File: src/rtl/branch_resolver.sv
// branch_resolver: in-order FIFO of fetch predictions, paired with
// execute outcomes to produce the registered predictor update bundle.
//
// Ports:
//   clk_i, rst_n_i       clock, synchronous active-low reset
//   flush_i              drop all buffered predictions
//   push_valid_i/_ready_o, pred_*_i   prediction push from fetch
//   exe_valid_i, exe_*_i              resolved branch from execute
//   res_*_o              registered update / redirect bundle
//   err_o                registered pulse: resolve with no matching head
//   count_o              current occupancy

package mmm_pkg;
  parameter int XLEN = 32;
  parameter int HLEN = 10;
endpackage

module branch_resolver
  import mmm_pkg::*;
#(
  parameter int DEPTH = 8
) (
  input  logic            clk_i,
  input  logic            rst_n_i,
  input  logic            flush_i,
  input  logic            push_valid_i,
  output logic            push_ready_o,
  input  logic [XLEN-1:0] pred_pc_i,
  input  logic [HLEN-1:0] pred_index_i,
  input  logic [XLEN-1:0] pred_target_i,
  input  logic            pred_taken_i,
  input  logic            exe_valid_i,
  input  logic [XLEN-1:0] exe_pc_i,
  input  logic [XLEN-1:0] exe_target_i,
  input  logic            exe_taken_i,
  output logic            res_valid_o,
  output logic [XLEN-1:0] res_pc_o,
  output logic [HLEN-1:0] res_index_o,
  output logic [XLEN-1:0] res_target_o,
  output logic            res_taken_o,
  output logic            res_mispredict_o,
  output logic            err_o,
  output logic [$clog2(DEPTH):0] count_o
);

  localparam int PW = $clog2(DEPTH);
  localparam int CW = PW + 1;

  typedef struct packed {
    logic [XLEN-1:0] pc;
    logic [HLEN-1:0] index;
    logic [XLEN-1:0] target;
    logic            taken;
  } entry_t;

  entry_t          mem_q [DEPTH];
  entry_t          mem_d [DEPTH];
  logic [PW-1:0]   wr_ptr_q, wr_ptr_d;
  logic [PW-1:0]   rd_ptr_q, rd_ptr_d;
  logic [CW-1:0]   count_q, count_d;

  logic            res_valid_q, res_valid_d;
  logic [XLEN-1:0] res_pc_q, res_pc_d;
  logic [HLEN-1:0] res_index_q, res_index_d;
  logic [XLEN-1:0] res_target_q, res_target_d;
  logic            res_taken_q, res_taken_d;
  logic            res_misp_q, res_misp_d;
  logic            err_q, err_d;

  entry_t head;
  logic   push_ready;
  logic   push_acc;
  logic   hit;
  logic   pop;
  logic   misp;

  assign head       = mem_q[rd_ptr_q];
  // Ready looks only at registered occupancy; a same-cycle pop
  // does not lend a slot.
  assign push_ready = (count_q < CW'(DEPTH));
  assign push_acc   = push_valid_i & push_ready & ~flush_i;
  // An entry pushed this cycle is not visible until count_q sees it.
  assign hit        = exe_valid_i & (count_q != '0)
                    & (head.pc == exe_pc_i);
  assign pop        = hit & ~flush_i;

  // Wrong direction, or taken both ways but to a different place.
  assign misp = (head.taken != exe_taken_i)
              | (head.taken & exe_taken_i
                 & (head.target != exe_target_i));

  always_comb begin
    mem_d = mem_q;
    if (push_acc) begin
      mem_d[wr_ptr_q] = '{
        pc:     pred_pc_i,
        index:  pred_index_i,
        target: pred_target_i,
        taken:  pred_taken_i
      };
    end
  end

  always_comb begin
    wr_ptr_d = wr_ptr_q;
    rd_ptr_d = rd_ptr_q;
    count_d  = count_q;
    if (flush_i) begin
      wr_ptr_d = '0;
      rd_ptr_d = '0;
      count_d  = '0;
    end else begin
      if (push_acc) begin
        wr_ptr_d = wr_ptr_q + 1'b1;
      end
      if (pop) begin
        rd_ptr_d = rd_ptr_q + 1'b1;
      end
      count_d = count_q + CW'(push_acc) - CW'(pop);
    end
  end

  always_comb begin
    res_valid_d  = 1'b0;
    res_misp_d   = 1'b0;
    err_d        = 1'b0;
    res_pc_d     = res_pc_q;
    res_index_d  = res_index_q;
    res_target_d = res_target_q;
    res_taken_d  = res_taken_q;
    if (!flush_i && exe_valid_i) begin
      if (hit) begin
        res_valid_d  = 1'b1;
        res_pc_d     = head.pc;
        res_index_d  = head.index;
        res_target_d = exe_target_i;
        res_taken_d  = exe_taken_i;
        res_misp_d   = misp;
      end else begin
        err_d = 1'b1;
      end
    end
  end

  // Entry storage is never cleared; pointers alone define contents.
  always_ff @(posedge clk_i) begin
    mem_q <= mem_d;
  end

  always_ff @(posedge clk_i) begin
    if (!rst_n_i) begin
      wr_ptr_q     <= '0;
      rd_ptr_q     <= '0;
      count_q      <= '0;
      res_valid_q  <= 1'b0;
      res_pc_q     <= '0;
      res_index_q  <= '0;
      res_target_q <= '0;
      res_taken_q  <= 1'b0;
      res_misp_q   <= 1'b0;
      err_q        <= 1'b0;
    end else begin
      wr_ptr_q     <= wr_ptr_d;
      rd_ptr_q     <= rd_ptr_d;
      count_q      <= count_d;
      res_valid_q  <= res_valid_d;
      res_pc_q     <= res_pc_d;
      res_index_q  <= res_index_d;
      res_target_q <= res_target_d;
      res_taken_q  <= res_taken_d;
      res_misp_q   <= res_misp_d;
      err_q        <= err_d;
    end
  end

  assign push_ready_o     = push_ready;
  assign count_o          = count_q;
  assign res_valid_o      = res_valid_q;
  assign res_pc_o         = res_pc_q;
  assign res_index_o      = res_index_q;
  assign res_target_o     = res_target_q;
  assign res_taken_o      = res_taken_q;
  assign res_mispredict_o = res_misp_q;
  assign err_o            = err_q;

endmodule

File: config.mk
export PLATFORM = sky130hd
export DESIGN_NAME = branch_resolver
export DESIGN_NICKNAME = d
export VERILOG_FILES = /design/src/rtl/branch_resolver.sv
export SDC_FILE = /design/constraint.sdc
export NUM_CORES = 1
export LEC_CHECK = 0
export CAP_MARGIN = 0
export CORE_MARGIN = 2
export CORE_UTILIZATION = 35
export CTS_CLUSTER_SIZE = 8
export DETAILED_ROUTE_END_ITERATION = 6
export PLACE_DENSITY = 0.66
export SYNTH_ARGS = -nofsm -noshare
export SYNTH_HDL_FRONTEND = slang
export SYNTH_SLANG_ARGS = --single-unit
File: constraint.sdc
create_clock -name clk_i -period 6.9 [get_ports clk_i]
set_input_delay 0.69 -clock clk_i [delete_from_list [all_inputs] [get_ports clk_i]]
set_output_delay 0.69 -clock clk_i [all_outputs]
set_load 0.02 [all_outputs]
==> impl_metrics.py, run 1 <==
metrics = {
    "clock_network": {
        "clockRootBuffer": "clkbuf_16",
        "cts_resized": 0,
        "post_cts_buffers": 0,
        "cts_hold_buf": 0,
        "cts_made_buffers": 95,
        "cts.htree.levels": 3,
        "clock_latency_ps": 640,
        "clock-sinks": 688,
        "clockBufferDepth": 3,
        "clkTransAtPathRegs_ps": 50,
        "tritoncts": "yes",
    },
    "pwr": {
        "vdd_drop_max_mv": 0.166,
        "seqPwrFrac_pct": 50.2,
        "pwr-share-clk_pct": 46.5,
        "p_per_area_mw_per_mm2": 272,
        "internal_power_w": 0.00727,
        "power.share.combinational_pct": 3.3,
        "p_sw_w": 0.00184,
        "cellLeakagePower_nw": 10.2,
        "p_sw_share_pct": 20.2,
        "p_total_w": 0.00911,
    },
    "drt": {
        "vias": 15800,
        "wire_per_inst_um": 24.2,
        "drt-initial-drc-count": 1749,
        "wl_met2_um": 35200,
        "dr.pass1.iters": 5,
        "antenna_left": 0,
        "top_layer": "met4",
        "drc": 0,
        "met3_length_um": 6070,
        "routed_via_density": 5.28,
        "drt-met1-wl_um": 29800,
        "wl_um": 72500,
    },
    "grt": {
        "grt_pass1_wl_um": 106000,
        "grt_start_max_net_pins": 76,
        "antenna_found_initial": 5,
        "grt_pass1_vias": 16200,
        "grtUsageTotal_pct": 18.1,
        "grt_overflow": 0,
    },
    "placement": {
        "gp_congestion": 0.952,
        "port_buffers": 227,
        "dp_hpwl_um": 44100,
    },
    "critical_path": {
        "path_class": "flop to flop",
        "required_ps": 7390,
        "timing.rr.start": "rd_ptr_q[0]",
        "start_kind": "flop",
        "rrSetupSlack_ps": 1710,
        "rr_worst_depth": 15,
        "cp_max_fo": 44,
        "critPathArrivalTime_ps": 5680,
        "r2r-end": "count_o[2]",
        "end_kind": "flop",
    },
    "timing": {
        "setup_tns_ps": 0,
        "timing.final.max_slew_violations": 0,
        "tightest_slew_ps": 1170,
        "hold_violations": 0,
        "rsz0062_at_grt": "false",
        "period_needed_ps": 5190,
        "clock.fmax_mhz": 193,
        "finalSetupViolCount": 0,
        "relSlewSlack_pct": 21.8,
        "min_period_over_period_pct": 75.2,
        "clock-skew-final_ps": 22.7,
    },
    "logic_synthesis": {
        "avgSynthCellArea_um2": 16.9,
        "ys.flop_type": "edfxtp_1",
        "synth_top_area_share_pct": 66.2,
        "yosysSeqAreaShare_pct": 72.7,
        "synth.distinct_cells": 59,
        "synthTopCellsByArea": "edfxtp_1, dfxtp_1, mux4_2, mux2i_1, xnor2_1",
        "synth_warnings": 0,
        "synth_largest_area_cell": "edfxtp_1",
        "synth_nets": 1768,
        "ys_seq_elements": 688,
        "syn_inst": 1614,
        "postSynth.asyncResetShare_pct": 0,
        "synth_area_mm2": 0.0272,
        "synth-edff-count": 600,
    },
    "floorplanning": {
        "dieArea_mm2": 0.0800,
        "initial_core_util_pct": 35.2,
        "rows": 102,
        "ios": 228,
        "die_height_um": 283,
        "coreArea_mm2": 0.0772,
        "die_x_um": 283,
    },
    "worst_hold_path": {
        "hold_path.class": "flop to flop",
        "hp-start": "res_pc_o[6]",
        "whs_endpoint": "res_pc_o[6]",
        "holdPathStages": 2,
    },
    "finish": {
        "fin_nets": 2029,
        "drive_gt1_share_pct": 12.9,
        "area_growth_pct": 23.0,
    },
    "run": {
        "drv_cap": 0,
    },
    "status": {
        "status": "finished clean",
    },
}
==> critical path: stages, from the launching register on <==
cell and delay [ps]:
dfxtp_4 850, buf_4 700, mux4_2 620, mux2i_4 220
xnor2_1 170, a2111oi_2 240, nand4_1 190, or4_2 730
nor2_1 140, ha_1 240, inv_1 60, ha_1 170
inv_1 60, fa_1 410, xor2_1 140, nor2_1 50
==> worst max-delay path by stage <==
stage                       from         end  depth (start not counted)  slack [ps]
floorplan           push_valid_i  mem_q[100]                          4        1990
global placement     rd_ptr_q[0]  count_o[2]                         15        1720
detailed placement   rd_ptr_q[0]  count_o[2]                         15        1700
CTS                  rd_ptr_q[0]  count_o[2]                         15        1680
global route         rd_ptr_q[0]  count_o[2]                         16        1320
finish               rd_ptr_q[0]  count_o[2]                         15        1710
==> per-stage QoR <==
step / worst slack, ps / hold WS [ps] / instances / utilization (%) / area, um2
2_1_floorplan: 1990 / 525 / 1614 / - / 27200
3_3_place_gp: 1720 / 442 / 2818 / 39.8 / 30800
3_5_place_dp: 1700 / 447 / 2818 / 39.8 / 30800
4_1_cts: 1680 / 454 / 2986 / 43.3 / 33500
5_1_grt: 1320 / 471 / 2986 / 43.3 / 33500
6_report: 1710 / 449 / 2993 / 43.4 / 33500
==> Yosys cell counts, drive strengths merged (2+ instances only) <==
cell type	number
and2	5
nor3b	3
nor4b	5
xor2	5
and4	2
nand4b	4
nand3	57
a22o	5
a31oi	2
inv	11
o22ai	19
buf	37
nor2b	11
edfxtp	600
a21oi	62
and3b	6
ha	8
a21o	3
and3	3
dfxtp	88
nand2	61
o22a	2
nand2b	5
mux2	40
a211oi	2
nand4	11
o21a	7
mux4	78
mux2i	122
o21ai	105
clkbuf	54
xnor2	42
a22oi	46
nor4	17
a21boi	5
nor3	26
or4	18
nor2	27
==> state kept, by name, indices dropped and copies added (netlist names) <==
name and count:
res_taken_o 1, res_index_o 10, count_o 4, res_pc_o 32, mem_q 600, res_target_o 32, res_valid_o 1, rd_ptr_q 3
wr_ptr_q 3, res_mispredict_o 1, err_o 1
==> power groups by stage <==
stage                     clock, W  sequential [W]  combinational (W)
after CTS                  0.00431         0.00457           0.000303
after detailed placement         0         0.00465           0.000301
after floorplan                  0         0.00465           0.000105
after global placement           0         0.00465           0.000292
after global routing       0.00449         0.00457           0.000324
final                      0.00423         0.00457           0.000303
==> cells in the final DEF (no fill, tap or decap), drive strengths merged, types with 6 or more instances in the layout <==
cell,netlist,layout
o21ai,105,105
buf,37,28
and3b,6,6
mux2,40,40
nand3,57,57
o22ai,19,19
mux2i,122,122
diode,0,7
xnor2,42,42
a21oi,62,62
nor4,17,17
dfxtp,88,88
or4,18,18
ha,8,8
o21a,7,7
nor3,26,26
inv,11,15
edfxtp,600,600
a22oi,46,46
clkdlybuf4s50,0,227
nand4,11,11
nor2,27,27
nor2b,11,11
clkbuf,54,164
mux4,78,78
nand2,61,61
==> per-layer routing <==
layer	track usage, %	up-vias
li1	-	6959
met3	3.82	111
met1	23.9	8029
met4	4.73	0
met5	0	-
met2	30.3	692
==> final cells by class <==
class / count / area (um2)
Sequential cell: 688 / 19800
Clock inverter: 4 / 42.5
Fill cell: 6709 / 43700
Inverter: 12 / 45.0
Tap cell: 1040 / 1300
Antenna cell: 7 / 17.5
Clock buffer: 164 / 2660
Multi-Input combinational cell: 823 / 7050
Timing Repair Buffer: 255 / 2570
==> cell families (layout without fill, tap and decap cells) <==
kind of cell / Yosys count / in the layout / synth area share (%)
AO/OA/AOI/OAI: 261 / 261 / 5.64
XOR/XNOR: 47 / 47 / 1.51
adder cells (fa/ha/maj): 9 / 9 / 0.441
buffers and inverters: 103 / 435 / 1.74
flip-flops: 688 / 688 / 72.7
multiplexers: 240 / 240 / 12.7
other: 0 / 7 / 0
AND/OR/NAND/NOR: 266 / 266 / 5.29
No activity file was read; power rests on OpenSTA's default activity.
==> inputs of run 2 (changes only) <==
--- a/config.mk
+++ b/config.mk
@@ -10,7 +10,7 @@
 export CORE_UTILIZATION = 35
 export CTS_CLUSTER_SIZE = 8
 export DETAILED_ROUTE_END_ITERATION = 6
-export PLACE_DENSITY = 0.66
+export PLACE_DENSITY = 0.64
 export SYNTH_ARGS = -nofsm -noshare
 export SYNTH_HDL_FRONTEND = slang
 export SYNTH_SLANG_ARGS = --single-unit
==> constraint.sdc (replaced) <==
create_clock -name clk_i -period 5 [get_ports clk_i]
set_input_delay 0.5 -clock clk_i [delete_from_list [all_inputs] [get_ports clk_i]]
set_output_delay 0.5 -clock clk_i [all_outputs]
set_load 0.02 [all_outputs]
==> run 2 against run 1 <==
Compared with the run above:
- cell count rose by 0.77%
- utilization rose by 0.45 points
- sequential cell count is the same
- sequential power rose by 38%
- power is 40% higher
- worst hold slack better by 4.4 ps
- combinational power is 38% higher
- non-clock buffer count is 21 higher
- first-iteration DRC count shrank 11%
- cell area up 1.0%
- highest routed layer is now met5
==> impl_metrics.py, run 2 (synthesis gave the netlist of run 1 again) <==
metrics = {
    "critical_path": {
        "required_ps": 5490,
        "critPathTopFamily": "simple AND/OR/NAND/NOR gates",
        "critPathMaxStageDelay_ps": 630,
        "slowest_stage": "dfxtp_1",
        "path_class": "flop to flop",
        "cp_max_fo": 11,
        "end_kind": "flop",
        "start_kind": "flop",
        "cp_cell_sequence": "buf_4 -> nor2b_1 -> a22oi_1 -> and3b_1 -> nor4bb_1 -> nand4b_1 -> or3_2 -> nor2_1 -> ha_1 -> inv_1 -> ha_1 -> inv_1 -> fa_1 -> xor2_1 -> nor2_1",
        "path_buf_inv": 3,
        "critPathArrivalTime_ps": 5000,
    },
    "worst_hold_path": {
        "hold_path.class": "flop to flop",
    },
    "pwr": {
        "p_sw_w": 0.00259,
        "power.share.combinational_pct": 3.3,
        "cellLeakagePower_nw": 10.4,
        "p_per_area_mw_per_mm2": 376,
        "p_total_w": 0.0127,
        "seqPwrFrac_pct": 49.6,
        "internal_power_w": 0.0101,
        "pwr-share-clk_pct": 47.1,
        "p_sw_share_pct": 20.4,
        "vdd_drop_max_mv": 0.231,
    },
    "clock_network": {
        "clkTransAtPathRegs_ps": 50,
        "clock-sinks": 688,
        "clockRootBuffer": "clkbuf_16",
        "post_cts_buffers": 0,
        "clockBufferDepth": 3,
        "tritoncts": "yes",
        "cts_made_buffers": 96,
        "cts_resized": 0,
        "clock_latency_ps": 640,
        "cts.htree.levels": 3,
        "cts_hold_buf": 0,
    },
    "floorplanning": {
        "die_x_um": 283,
        "coreArea_mm2": 0.0772,
        "initial_core_util_pct": 35.2,
        "rows": 102,
        "ios": 228,
        "die_height_um": 283,
        "dieArea_mm2": 0.0800,
    },
    "finish": {
        "area_growth_pct": 24.3,
        "layout_common_cells": "edfxtp_1, clkdlybuf4s50_1, mux2i_1",
        "drive_gt1_share_pct": 14.0,
        "fill_cells": 6689,
        "final_common_cell": "edfxtp_1",
        "largest_reg_flops": 600,
        "ff_latch_area_mm2": 0.0198,
        "multi_input_area_mm2": 0.00705,
        "fin_nets": 2051,
        "top_register": "mem_q",
    },
    "drt": {
        "wire_per_inst_um": 24.2,
        "wl_um": 73100,
        "dr.pass1.iters": 5,
        "routed_via_density": 5.31,
        "drc": 0,
        "antenna_left": 0,
        "drt-initial-drc-count": 1560,
        "vias": 16000,
    },
    "placement": {
        "dp_hpwl_um": 45600,
        "gp_congestion": 0.910,
        "port_buffers": 227,
    },
    "timing": {
        "setup_tns_ps": 0,
        "relSlewSlack_pct": 27.2,
        "rsz0062_at_grt": "false",
        "hold_violations": 0,
        "tightest_slew_ps": 1090,
        "period_needed_ps": 4510,
        "clock.fmax_mhz": 222,
        "finalSetupViolCount": 0,
        "timing.final.max_slew_violations": 0,
        "clock-skew-final_ps": 29.0,
        "min_period_over_period_pct": 90.2,
    },
    "grt": {
        "grt_overflow": 0,
        "grt_pass1_wl_um": 107000,
        "antenna_found_initial": 9,
        "grt_start_max_net_pins": 111,
        "grt_pass1_vias": 16400,
        "grtUsageTotal_pct": 18.3,
    },
    "run": {
        "drv_cap": 0,
    },
    "status": {
        "status": "finished clean",
    },
}
## run 2: final cells by class
| class | instances | share of cell area (%) |
|---|---|---|
| Antenna cell | 4 | 0.0296 |
| Clock inverter | 6 | 0.259 |
| Clock buffer | 167 | 8.01 |
| Multi-Input combinational cell | 823 | 20.9 |
| Tap cell | 1040 | 3.85 |
| Sequential cell | 688 | 58.5 |
| Timing Repair Buffer | 276 | 8.36 |
| Inverter | 12 | 0.133 |
## run 2: path summary, 6_finish.rpt
kind | from | slack (ps) | end | cells after the start
worst max-delay path | rd_ptr_q[2] | 490 | count_o[2] | 15
worst min-delay path | res_pc_o[30] | 450 | res_pc_o[30] | 2
worst max register to register | rd_ptr_q[2] | 490 | count_o[2] | 15
worst min register to register | res_pc_o[30] | 450 | res_pc_o[30] | 2
## run 2: metal layers
metal  track usage (%)  up-vias  wire length (um)
li1                  -     7019                 -
met1              23.9     8153             30000
met2              30.2      683             35300
met3              4.30      142              5950
met4              5.56        8              1880
met5                 0        -                57
## run 2: worst min-delay path, stage by stage, from the launching register on
cell and delay [ps]:
dfxtp_1 300, nand2_1 60, o21ai_1 50
## run 2: power by group through the flow
stage | logic (W) | clock network, W | registers (W)
after floorplan | 0.000145 | 0 | 0.00642
after global placement | 0.000406 | 0 | 0.00641
after detailed placement | 0.000415 | 0 | 0.00642
after CTS | 0.000417 | 0.00609 | 0.00630
after global routing | 0.000447 | 0.00634 | 0.00630
final | 0.000417 | 0.00599 | 0.00631
## run 2: through the flow
step | instances | util [%] | hold slack [ps] | instance area (um2) | setup slack [ps]
final | 3016 | 43.8 | 453 | 33800 | 490
after global placement | 2839 | 40.2 | 446 | 31000 | 572
after floorplan | 1614 | - | 525 | 27200 | 278
after global routing | 3014 | 43.8 | 469 | 33800 | 249
after detailed placement | 2839 | 40.2 | 446 | 31000 | 514
after CTS | 3012 | 43.8 | 452 | 33800 | 461
==> inputs of run 3 (changes only) <==
--- a/config.mk
+++ b/config.mk
@@ -5,10 +5,10 @@
 export SDC_FILE = /design/constraint.sdc
 export NUM_CORES = 1
 export LEC_CHECK = 0
-export CAP_MARGIN = 0
+export CAP_MARGIN = 20
 export CORE_MARGIN = 2
 export CORE_UTILIZATION = 35
-export CTS_CLUSTER_SIZE = 8
+export CTS_CLUSTER_SIZE = 40
 export DETAILED_ROUTE_END_ITERATION = 6
 export PLACE_DENSITY = 0.64
 export SYNTH_ARGS = -nofsm -noshare
==> run 3 against run 2 <==
Compared with the run above:
- cell count shrank 1.6%
- sequential cell count unchanged
- die area stayed put
- worst setup slack improved by 18 ps
- utilization down 0.62 points
- power decreased by 5.7%
- clock skew increased by 4.3 ps
- critical endpoint unchanged
- largest power group unchanged
==> impl_metrics.py, run 3 (synthesis gave the netlist of run 1 again) <==
metrics = {
    "worst_hold_path": {
        "holdPathStages": 2,
        "hp-start": "res_pc_o[7]",
        "hold_path.class": "flop to flop",
    },
    "grt": {
        "grt_start_max_net_pins": 111,
        "grtUsageTotal_pct": 18.0,
        "grt_pass1_vias": 16100,
        "grt_overflow": 0,
        "antenna_found_initial": 10,
        "grt_pass1_wl_um": 105000,
    },
    "drt": {
        "wire_per_inst_um": 24.3,
        "dr.pass1.iters": 6,
        "antenna_left": 0,
        "drt-initial-drc-count": 1526,
        "wl_um": 72200,
        "vias": 15800,
        "drc": 0,
        "routed_via_density": 5.33,
    },
    "finish": {
        "drive_gt1_share_pct": 14.3,
        "fin_nets": 2026,
        "design_area_mm2": 0.0333,
        "largest_reg_flops": 600,
        "utilization_pct": 43.2,
        "area_growth_pct": 22.6,
        "final_common_cell": "edfxtp_1",
        "layout_common_cells": "edfxtp_1, clkdlybuf4s50_1, mux2i_1",
        "final_cells": 2969,
        "top_register": "mem_q",
    },
    "critical_path": {
        "cp_max_fo": 11,
        "critPathArrivalTime_ps": 4980,
        "r2r-end": "count_o[2]",
        "start_kind": "flop",
        "end_kind": "flop",
        "crit_start": "rd_ptr_q[2]",
        "timing.rr.start": "rd_ptr_q[2]",
        "required_ps": 5480,
        "cp-endpoint": "count_o[2]",
        "rrSetupSlack_ps": 510,
        "rr_worst_depth": 15,
        "path_class": "flop to flop",
    },
    "clock_network": {
        "clkTransAtPathRegs_ps": 60,
        "clock-sinks": 688,
        "cts_hold_buf": 0,
        "clock_latency_ps": 620,
        "clockRootBuffer": "clkbuf_16",
        "cts_resized": 0,
        "tritoncts": "yes",
        "cts.htree.levels": 3,
        "post_cts_buffers": 0,
        "cts_made_buffers": 71,
        "clockBufferDepth": 3,
    },
    "floorplanning": {
        "rows": 102,
        "ios": 228,
        "coreArea_mm2": 0.0772,
        "die_x_um": 283,
        "die_height_um": 283,
        "initial_core_util_pct": 35.2,
        "dieArea_mm2": 0.0800,
    },
    "timing": {
        "setup_tns_ps": 0,
        "clock.fmax_mhz": 223,
        "timing.final.max_slew_violations": 0,
        "period_needed_ps": 4490,
        "min_period_over_period_pct": 89.8,
        "rsz0062_at_grt": "false",
        "hold_violations": 0,
        "relSlewSlack_pct": 26.8,
        "clock-skew-final_ps": 33.3,
        "finalSetupViolCount": 0,
        "tightest_slew_ps": 1090,
    },
    "pwr": {
        "pwr-share-clk_pct": 44.0,
        "seqPwrFrac_pct": 52.5,
        "p_per_area_mw_per_mm2": 359,
        "p_sw_share_pct": 20.5,
        "power.share.combinational_pct": 3.5,
        "p_sw_w": 0.00245,
        "internal_power_w": 0.00953,
        "cellLeakagePower_nw": 10.2,
        "vdd_drop_max_mv": 0.237,
    },
    "placement": {
        "port_buffers": 227,
        "dp_hpwl_um": 45600,
        "place_area_mm2": 0.0310,
        "gp_congestion": 0.910,
        "dp_cells": 2839,
    },
    "status": {
        "status": "finished clean",
    },
    "run": {
        "drv_cap": 0,
    },
}
==> run 3: changes by cell type in the layout (fill, tap and decap cells not counted), sizes merged <==
cell,change
bufinv,+5
inv,+3
diode,-2
clkinv,+17
clkbuf,-71
clkinvlp,+1
==> run 3: worst max-delay path, cell delays in order (launching register included) <==
cell and delay (ps):
dfxtp_1 610, buf_4 260, nor2b_1 480, a22oi_1 190, and3b_1 260, nor4bb_1 520
nand4b_1 260, or3_2 480, nor2_1 160, ha_1 250, inv_1 60, ha_1 170
inv_1 70, fa_1 410, xor2_1 140, nor2_1 50
==> run 3: final cells by class <==
type / count / area [um2]
Fill cell: 6717 / 43900
Sequential cell: 688 / 19800
Multi-Input combinational cell: 823 / 7050
Timing Repair Buffer: 276 / 2830
Clock buffer: 96 / 1980
Tap cell: 1040 / 1300
Clock inverter: 32 / 343
Inverter: 12 / 45.0
Antenna cell: 2 / 5.00
==> run 3: layer usage <==
metal	vias to the layer above	share of wire [%]	track usage [%]
met4	10	2.5	5.07
met2	651	48	30.0
met1	8094	41	23.6
met5	-	0.10	0
li1	6938	-	-
met3	124	7.8	4.19
==> run 3: how the worst min path moves through the flow <==
stage / slack (ps) / endpoint
after floorplan: 520 / wr_ptr_q[0]
after global placement: 450 / res_pc_o[7]
after detailed placement: 450 / res_pc_o[30]
after CTS: 450 / res_pc_o[30]
after global routing: 470 / res_pc_o[23]
final: 450 / res_pc_o[7]
==> run 3: power by group through the flow <==
stage | Combinational (W) | Sequential [W] | Clock [W]
floorplan | 0.000145 | 0.00642 | 0
global placement | 0.000406 | 0.00641 | 0
detailed placement | 0.000415 | 0.00642 | 0
CTS | 0.000417 | 0.00629 | 0.00536
global route | 0.000447 | 0.00629 | 0.00559
finish | 0.000417 | 0.00629 | 0.00528
==> run 3: through the flow <==
| stage | hold WS (ps) | setup WS [ps] | power [W] |
|---|---|---|---|
| after floorplan | 525 | 278 | 0.00656 |
| after global placement | 446 | 572 | 0.00682 |
| after detailed placement | 446 | 514 | 0.00683 |
| after CTS | 453 | 476 | 0.0121 |
| after global routing | 471 | 248 | 0.0123 |
| final | 453 | 508 | 0.0120 |
